[config.mk]
export PLATFORM = sky130hd
export DESIGN_NAME = mrd_tag_pool_arb_flat
export DESIGN_NICKNAME = d
export VERILOG_FILES = /design/src/rtl/mrd_tag_pool_arb_if.sv /design/src/rtl/mrd_tag_pool_arb.sv /design/src/flat_wrapper.sv
export SDC_FILE = /design/constraint.sdc
export NUM_CORES = 1
export LEC_CHECK = 0
export BUFFER_PORTS_ARGS = -buffer_cell sky130_fd_sc_hd__buf_2
export CELL_PAD_IN_SITES_DETAIL_PLACEMENT = 1
export CELL_PAD_IN_SITES_GLOBAL_PLACEMENT = 2
export CORE_MARGIN = 2
export CORE_UTILIZATION = 44
export DETAILED_ROUTE_END_ITERATION = 12
export HOLD_SLACK_MARGIN = 0.05
export MAX_ROUTING_LAYER = met4
export PLACE_DENSITY_LB_ADDON = 0.1
export SYNTH_ARGS = -nofsm -noshare
export SYNTH_HDL_FRONTEND = slang
export SYNTH_SLANG_ARGS = --single-unit
[constraint.sdc]
create_clock -name s_axi_clk -period 13.35 [get_ports s_axi_clk]
set_clock_uncertainty 0.05 [all_clocks]
set_input_delay 4.005 -clock s_axi_clk [delete_from_list [all_inputs] [get_ports s_axi_clk]]
set_output_delay 4.005 -clock s_axi_clk [all_outputs]
set_load 0.1 [all_outputs]
[src/rtl/mrd_tag_pool_arb_if.sv]
// mrd_tag_pool_arb_if: tag request/grant and tag-return bundle between DMA channels and the tag pool
interface mrd_tag_pool_arb_if #(
  parameter int NUM_CHAN = 4,
  parameter int CNT_W    = 9
);
  logic                sys_ena;
  logic [NUM_CHAN-1:0] alloc_tag_req;
  logic [NUM_CHAN-1:0] allocated_tag_rdy;
  logic [7:0]          allocated_tag;
  logic                free_tag_valid;
  logic [7:0]          free_tag;
  logic                err_clr;
  logic [CNT_W-1:0]    tags_in_use;
  logic                pool_empty;
  logic                free_err;
  modport master (
    output sys_ena, alloc_tag_req, free_tag_valid, free_tag, err_clr,
    input  allocated_tag_rdy, allocated_tag, tags_in_use, pool_empty, free_err
  );
  modport slave (
    input  sys_ena, alloc_tag_req, free_tag_valid, free_tag, err_clr,
    output allocated_tag_rdy, allocated_tag, tags_in_use, pool_empty, free_err
  );
endinterface

[src/rtl/mrd_tag_pool_arb.sv]
// mrd_tag_pool_arb: round-robin MRd tag allocator with per-channel quota and tag-return checking
module mrd_tag_pool_arb #(
  parameter int NUM_CHAN          = 4,
  parameter int NUM_TAGS          = 32,
  parameter int TAG_BASE          = 0,
  parameter int MAX_TAGS_PER_CHAN = 8,
  parameter int CNT_W             = 9
) (
  input logic               s_axi_clk,
  input logic               s_axi_rstn,
  mrd_tag_pool_arb_if.slave tp
);
  localparam int OW = NUM_CHAN > 1 ? $clog2(NUM_CHAN) : 1;
  localparam int TW = NUM_TAGS > 1 ? $clog2(NUM_TAGS) : 1;
  localparam int QW = $clog2(MAX_TAGS_PER_CHAN + 1);
  typedef enum logic {IDLE, GRANT} state_t;
  state_t              r_state;
  logic [NUM_TAGS-1:0] r_free;
  logic [OW-1:0]       r_owner [NUM_TAGS];
  logic [QW-1:0]       r_cnt [NUM_CHAN];
  logic [OW-1:0]       r_rr;
  logic [NUM_CHAN-1:0] r_rdy;
  logic [7:0]          r_tag;
  logic [CNT_W-1:0]    r_in_use;
  logic                r_empty;
  logic                r_err;
  logic [NUM_CHAN-1:0] w_elig;
  logic                w_grant;
  logic [OW-1:0]       w_win;
  logic [TW-1:0]       w_tidx;
  logic                w_in_rng;
  logic [TW-1:0]       w_fidx;
  logic                w_free_ok;
  logic                w_free_bad;
  logic [OW-1:0]       w_fown;
  logic [CNT_W-1:0]    w_in_use_nx;
  assign tp.allocated_tag_rdy = r_rdy;
  assign tp.allocated_tag     = r_tag;
  assign tp.tags_in_use       = r_in_use;
  assign tp.pool_empty        = r_empty;
  assign tp.free_err          = r_err;
  // Descending scans let the lowest tag index and the nearest channel after the pointer win.
  always_comb begin
    w_tidx = '0;
    for (int t = NUM_TAGS - 1; t >= 0; t--)
      if (r_free[t]) w_tidx = TW'(t);
    for (int c = 0; c < NUM_CHAN; c++)
      w_elig[c] = r_state == IDLE && tp.sys_ena && |r_free && tp.alloc_tag_req[c] &&
                  int'(r_cnt[c]) < MAX_TAGS_PER_CHAN;
    w_grant = |w_elig;
    w_win = '0;
    for (int k = NUM_CHAN - 1; k >= 0; k--)
      if (w_elig[(int'(r_rr) + k) % NUM_CHAN]) w_win = OW'((int'(r_rr) + k) % NUM_CHAN);
    w_in_rng    = int'(tp.free_tag) >= TAG_BASE && int'(tp.free_tag) < TAG_BASE + NUM_TAGS;
    w_fidx      = TW'(int'(tp.free_tag) - TAG_BASE);
    w_free_ok   = tp.free_tag_valid && w_in_rng && !r_free[w_fidx];
    w_free_bad  = tp.free_tag_valid && !w_free_ok;
    w_fown      = r_owner[w_fidx];
    w_in_use_nx = r_in_use + CNT_W'(w_grant) - CNT_W'(w_free_ok);
  end
  always_ff @(posedge s_axi_clk) begin
    if (!s_axi_rstn) begin
      r_state  <= IDLE;
      r_free   <= '1;
      r_rr     <= '0;
      r_rdy    <= '0;
      r_tag    <= '0;
      r_in_use <= '0;
      r_empty  <= 1'b0;
      r_err    <= 1'b0;
      for (int c = 0; c < NUM_CHAN; c++) r_cnt[c] <= '0;
    end else begin
      r_state <= w_grant ? GRANT : IDLE;
      r_rdy   <= w_grant ? NUM_CHAN'(1) << w_win : '0;
      r_tag   <= w_grant ? 8'(int'(w_tidx) + TAG_BASE) : '0;
      if (w_grant) begin
        r_free[w_tidx]  <= 1'b0;
        r_owner[w_tidx] <= w_win;
        r_rr            <= w_win == OW'(NUM_CHAN - 1) ? '0 : w_win + OW'(1);
      end
      // The granted tag was free and the returned tag was busy, so these never collide.
      if (w_free_ok) r_free[w_fidx] <= 1'b1;
      for (int c = 0; c < NUM_CHAN; c++)
        r_cnt[c] <= r_cnt[c] + QW'(w_grant && w_win == OW'(c)) - QW'(w_free_ok && w_fown == OW'(c));
      r_in_use <= w_in_use_nx;
      r_empty  <= w_in_use_nx == CNT_W'(NUM_TAGS);
      r_err    <= w_free_bad | (r_err & ~tp.err_clr);
    end
  end
endmodule
[src/flat_wrapper.sv]
// flat-port wrapper written by rule: the top's interface ports become plain ports
module mrd_tag_pool_arb_flat 
#(
  parameter int NUM_CHAN          = 4,
  parameter int NUM_TAGS          = 32,
  parameter int TAG_BASE          = 0,
  parameter int MAX_TAGS_PER_CHAN = 8,
  parameter int CNT_W             = 9
)
  (s_axi_clk, s_axi_rstn, tp_sys_ena, tp_alloc_tag_req, tp_free_tag_valid, tp_free_tag, tp_err_clr, tp_allocated_tag_rdy, tp_allocated_tag, tp_tags_in_use, tp_pool_empty, tp_free_err);
  mrd_tag_pool_arb_if #(.NUM_CHAN(NUM_CHAN), .CNT_W(CNT_W)) tp_i ();
  input logic s_axi_clk;
  input logic s_axi_rstn;
  input wire logic [$bits(tp_i.sys_ena)-1:0] tp_sys_ena;
  input wire logic [$bits(tp_i.alloc_tag_req)-1:0] tp_alloc_tag_req;
  input wire logic [$bits(tp_i.free_tag_valid)-1:0] tp_free_tag_valid;
  input wire logic [$bits(tp_i.free_tag)-1:0] tp_free_tag;
  input wire logic [$bits(tp_i.err_clr)-1:0] tp_err_clr;
  output wire logic [$bits(tp_i.allocated_tag_rdy)-1:0] tp_allocated_tag_rdy;
  output wire logic [$bits(tp_i.allocated_tag)-1:0] tp_allocated_tag;
  output wire logic [$bits(tp_i.tags_in_use)-1:0] tp_tags_in_use;
  output wire logic [$bits(tp_i.pool_empty)-1:0] tp_pool_empty;
  output wire logic [$bits(tp_i.free_err)-1:0] tp_free_err;
  assign tp_i.sys_ena = tp_sys_ena;
  assign tp_i.alloc_tag_req = tp_alloc_tag_req;
  assign tp_i.free_tag_valid = tp_free_tag_valid;
  assign tp_i.free_tag = tp_free_tag;
  assign tp_i.err_clr = tp_err_clr;
  assign tp_allocated_tag_rdy = tp_i.allocated_tag_rdy;
  assign tp_allocated_tag = tp_i.allocated_tag;
  assign tp_tags_in_use = tp_i.tags_in_use;
  assign tp_pool_empty = tp_i.pool_empty;
  assign tp_free_err = tp_i.free_err;
  mrd_tag_pool_arb #(.NUM_CHAN(NUM_CHAN), .NUM_TAGS(NUM_TAGS), .TAG_BASE(TAG_BASE), .MAX_TAGS_PER_CHAN(MAX_TAGS_PER_CHAN), .CNT_W(CNT_W)) u_core (.s_axi_clk(s_axi_clk), .s_axi_rstn(s_axi_rstn), .tp(tp_i));
endmodule
==> flow_summary_export.csv <==
group,metric,value,unit
run_status,result_of_the_run,"finished clean",
timing,timing_max_transition_violations_final,0,
die,design.core.area,15200,sq um
worst_setup_path,setup.worst_path.class,"primary input to flop",
worst_setup_path,timing.reg2reg.worst_path_depth,14,
clock_tree,cts_made_buffers,17,
synth,async_flop_share,0,
synth,synth_largest_area_cell,"sky130_fd_sc_hd__edfxtp_1",
clock_tree,clock-root-buffer,"sky130_fd_sc_hd__clkbuf_16",
timing,finalHoldViolCount,0,
timing,hold_ws,0.453,ns
routing,drcViolationCount,0,
routing,detail_route.vias_per_cell,5.82,
global_route,grt_max_degree,49,
die,chipHeight,129,um
worst_setup_path,critical_path_cell_count,17,
clock_tree,cts_resized,0,
synth,synth_seq_cells,135,
timing,maxSlewHeadroom,0.474,
synth,ys.warnings.count,0,
clock_tree,cts_buffer_depth,2,
layout,diodes_inserted,0,
timing,finalCritPeriodShare,0.598,
worst_setup_path,setup.worst_path.start_class,"primary input",
die,dieArea,16600,sq um
timing,setup_viol_count_final,0,
die,floorplan.initialDensity,0.450,
timing,rsz0062_at_grt,"no",
die,boundaryPins,40,
routing,final_antenna_net_count,0,
worst_setup_path,r2r_setup_slack,9.19,ns
worst_setup_path,crit_path_start,"tp_free_tag[0]",
global_route,globalRoute.totalOverflow,0,
synth,synth_most_common_cell,"sky130_fd_sc_hd__nor2_1",
die,floorplan.rows,45,
clock_tree,worst_skew_pair.late_latency,0.43,ns
timing,max_slew.worst_pin.slew,0.789,ns
synth,synth_area_leaders,"sky130_fd_sc_hd__edfxtp_1, sky130_fd_sc_hd__dfxtp_1, sky130_fd_sc_hd__mux4_2",
worst_setup_path,r2r_end,"u_core.tp.pool_empty",
clock_tree,cts_setup_buffers,0,
placement,dp_hpwl,13.2,mm
clock_tree,path_clk_slew,0.07,ns
placement,place_ws,4.98,ns
worst_setup_path,worstPathCellList,"buf_2 > mux4_1 > nand2b_1 > nand4_1 > nor2_4 > ha_1 > inv_1 > ha_1 > inv_1 > fa_1 > nor2b_1 > o31a_1 > o21a_1 > nor2_1 > xnor2_1 > or4_1 > nor4_1",
synth,post_synth_num_cell_types,68,
min_path,hold_path.class,"flop to flop",
worst_setup_path,crit_path_max_fanout,28,
global_route,first_global_vias,5519,
layout,fin_cells,881,
global_route,antenna_found_initial,0,
synth,synth_seq_area_share,0.488,
synth,synth_flop_cell,"sky130_fd_sc_hd__dfxtp_1",
layout,finalNetCount,731,
pwr,power_density,159,nW/um^2
worst_setup_path,data_arrival_time_of_the_critical_path,8.27,ns
worst_setup_path,critPathCaptureType,"flop",
placement,dp_cells,849,
layout,area_growth,13.5,%
synth,post_synth_instance_area,6850,sq um
layout,fillers,1677,
synth,synth_enable_flop_cells,64,
worst_setup_path,critical_path.endpoint,"u_core.tp.pool_empty",
worst_setup_path,slowest_delay,0.65,ns
pwr,peakVddDrop,0.000149,V
worst_setup_path,worst_path_dominant_cell_family,"simple AND/OR/NAND/NOR gates",
timing,max_freq,0.125,GHz
worst_setup_path,critPathRequiredTime,13.64,ns
clock_tree,htreeDepth,4,
routing,route.vias.total,5124,
worst_setup_path,cp.buffers_inverters,3,
clock_tree,tritoncts_num_sinks,135,
timing,final_period_minus_worst_setup_slack,7.98,ns
routing,routedWlPerCell,21.2,um
timing,timing.final.ws_setup,5.37,ns
clock_tree,tritoncts_clock_tree,"built",
placement,place_congestion,0.851,
worst_setup_path,timing.critical_path.slowest_stage_cell,"sky130_fd_sc_hd__mux4_1",
global_route,grt_usage,0.249,
die,die_w,129,um
synth,netlist.area_leader.share,0.281,
synth,synth_common_cells,"sky130_fd_sc_hd__nor2_1, sky130_fd_sc_hd__dfxtp_1, sky130_fd_sc_hd__edfxtp_1",
job,number_of_max_cap_violations,0,
worst_setup_path,r2r-start,"u_core.r_free[12]",
layout,drive_above_1_share,0.147,
routing,totalWireLength,18.7,mm
routing,drtPass1Iterations,4,
global_route,grt_first_pass_wirelength,30.1,mm
pwr,p_leak,2.92,nW
pwr,post-layout-total-power,1.24,mW
synth,syn_avg_cell_area,10.6,sq um
routing,drtIter0Drc,362,
synth,postSynthCellCount,644,
timing,fin_setup_tns,0,ns
placement,port_buffers,36,
clock_tree,cts_hold_buf,0,
-- kinds of logic (layout without fill, tap and decap cells) --
logic type               after synthesis  after routing  synth area share
AND/OR/NAND/NOR                      220            220             0.164
flip-flops                           135            135             0.488
AO/OA/AOI/OAI                        122            122             0.118
buffers and inverters                 88            135            0.0526
adder cells (fa/ha/maj)               34             34            0.0676
multiplexers                          26             26            0.0852
XOR/XNOR                              18             18            0.0230
other                                  1              3          0.000548
-- worst register-to-register path: stages (launching register included) --
cell and delay [ns]:
sky130_fd_sc_hd__dfxtp_1 0.37, sky130_fd_sc_hd__nor4_1 0.52, sky130_fd_sc_hd__nand4_1 0.23, sky130_fd_sc_hd__or3_1 0.52
sky130_fd_sc_hd__and2_0 0.30, sky130_fd_sc_hd__ha_1 0.29, sky130_fd_sc_hd__inv_1 0.09, sky130_fd_sc_hd__fa_1 0.20
sky130_fd_sc_hd__nor2b_1 0.07, sky130_fd_sc_hd__o31a_1 0.25, sky130_fd_sc_hd__o21a_1 0.18, sky130_fd_sc_hd__nor2_1 0.11
sky130_fd_sc_hd__xnor2_1 0.10, sky130_fd_sc_hd__or4_1 0.55, sky130_fd_sc_hd__nor4_1 0.24
-- through the flow --
stage | util | instance area [sq um]
after floorplan | - | 6850
after global placement | 0.473 | 7190
after detailed placement | 0.473 | 7190
after CTS | 0.511 | 7770
after global routing | 0.511 | 7770
final | 0.511 | 7770
-- worst min-delay path by stage --
stage	from	to	slack (ns)	cells after the start
after floorplan	u_core.r_free[28]	u_core.r_free[28]	0.45	2
after global placement	u_core.tp.free_err	u_core.tp.free_err	0.44	2
after detailed placement	u_core.tp.free_err	u_core.tp.free_err	0.45	2
after CTS	u_core.tp.free_err	u_core.tp.free_err	0.46	2
after global routing	u_core.tp.free_err	u_core.tp.free_err	0.49	2
final	u_core.tp.free_err	u_core.tp.free_err	0.45	2
-- metal layers --
layer  up-vias  share of wire  GRT usage
met5         -              0          -
met4         0          0.015     0.0806
met3        21          0.043     0.0524
met1      2573           0.45      0.317
li1       2416              -          -
met2       114           0.49      0.398
-- registers in the layout, indices dropped and copies added (netlist names) --
name / cells
u_core.tp.allocated_tag_rdy: 4
u_core.r_cnt: 16
u_core.tp.pool_empty: 1
u_core.r_owner: 64
u_core.r_rr: 2
u_core.r_free: 32
u_core.r_state: 1
u_core.tp.free_err: 1
u_core.tp.allocated_tag: 5
u_core.tp.tags_in_use: 9
-- cells in the final DEF, fill, tap and decap left out, types with 4 or more instances in the layout --
master	instances
sky130_fd_sc_hd__buf_2	36
sky130_fd_sc_hd__inv_6	4
sky130_fd_sc_hd__buf_4	5
sky130_fd_sc_hd__o221ai_1	5
sky130_fd_sc_hd__o22ai_1	5
sky130_fd_sc_hd__nand3_1	14
sky130_fd_sc_hd__nor2_1	73
sky130_fd_sc_hd__a21o_1	6
sky130_fd_sc_hd__dfxtp_1	71
sky130_fd_sc_hd__nand3b_1	5
sky130_fd_sc_hd__o31ai_1	4
sky130_fd_sc_hd__and3_1	4
sky130_fd_sc_hd__nand2_1	31
sky130_fd_sc_hd__o21a_1	4
sky130_fd_sc_hd__xnor2_1	7
sky130_fd_sc_hd__nor4_1	12
sky130_fd_sc_hd__inv_8	5
sky130_fd_sc_hd__or3_1	8
sky130_fd_sc_hd__or4_1	4
sky130_fd_sc_hd__inv_1	59
sky130_fd_sc_hd__clkbuf_16	17
sky130_fd_sc_hd__edfxtp_1	64
sky130_fd_sc_hd__xor2_1	11
sky130_fd_sc_hd__nand2b_1	8
sky130_fd_sc_hd__o211ai_1	23
sky130_fd_sc_hd__ha_1	29
sky130_fd_sc_hd__nor2b_1	11
sky130_fd_sc_hd__a21oi_1	18
sky130_fd_sc_hd__mux4_1	6
sky130_fd_sc_hd__nor3_1	22
sky130_fd_sc_hd__fa_1	5
sky130_fd_sc_hd__o21ai_0	32
sky130_fd_sc_hd__and2_1	11
sky130_fd_sc_hd__mux4_2	18
-- layout make-up --
type | instances | area, sq um | area share
sequential | 135 | 3340 | 0.430
clock inverter | 15 | 158 | 0.0203
timing repair buffer | 41 | 218 | 0.0280
multi-input combinational | 423 | 3160 | 0.406
clock buffer | 17 | 425 | 0.0548
inverter | 62 | 233 | 0.0300
tap | 188 | 235 | 0.0303
-- where the power goes --
part / internal [mW] / switching (mW)
registers: 0.456 / 0.0130
logic: 0.0950 / 0.205
clock network: 0.264 / 0.202
No activity file was read; power rests on OpenSTA's default activity.
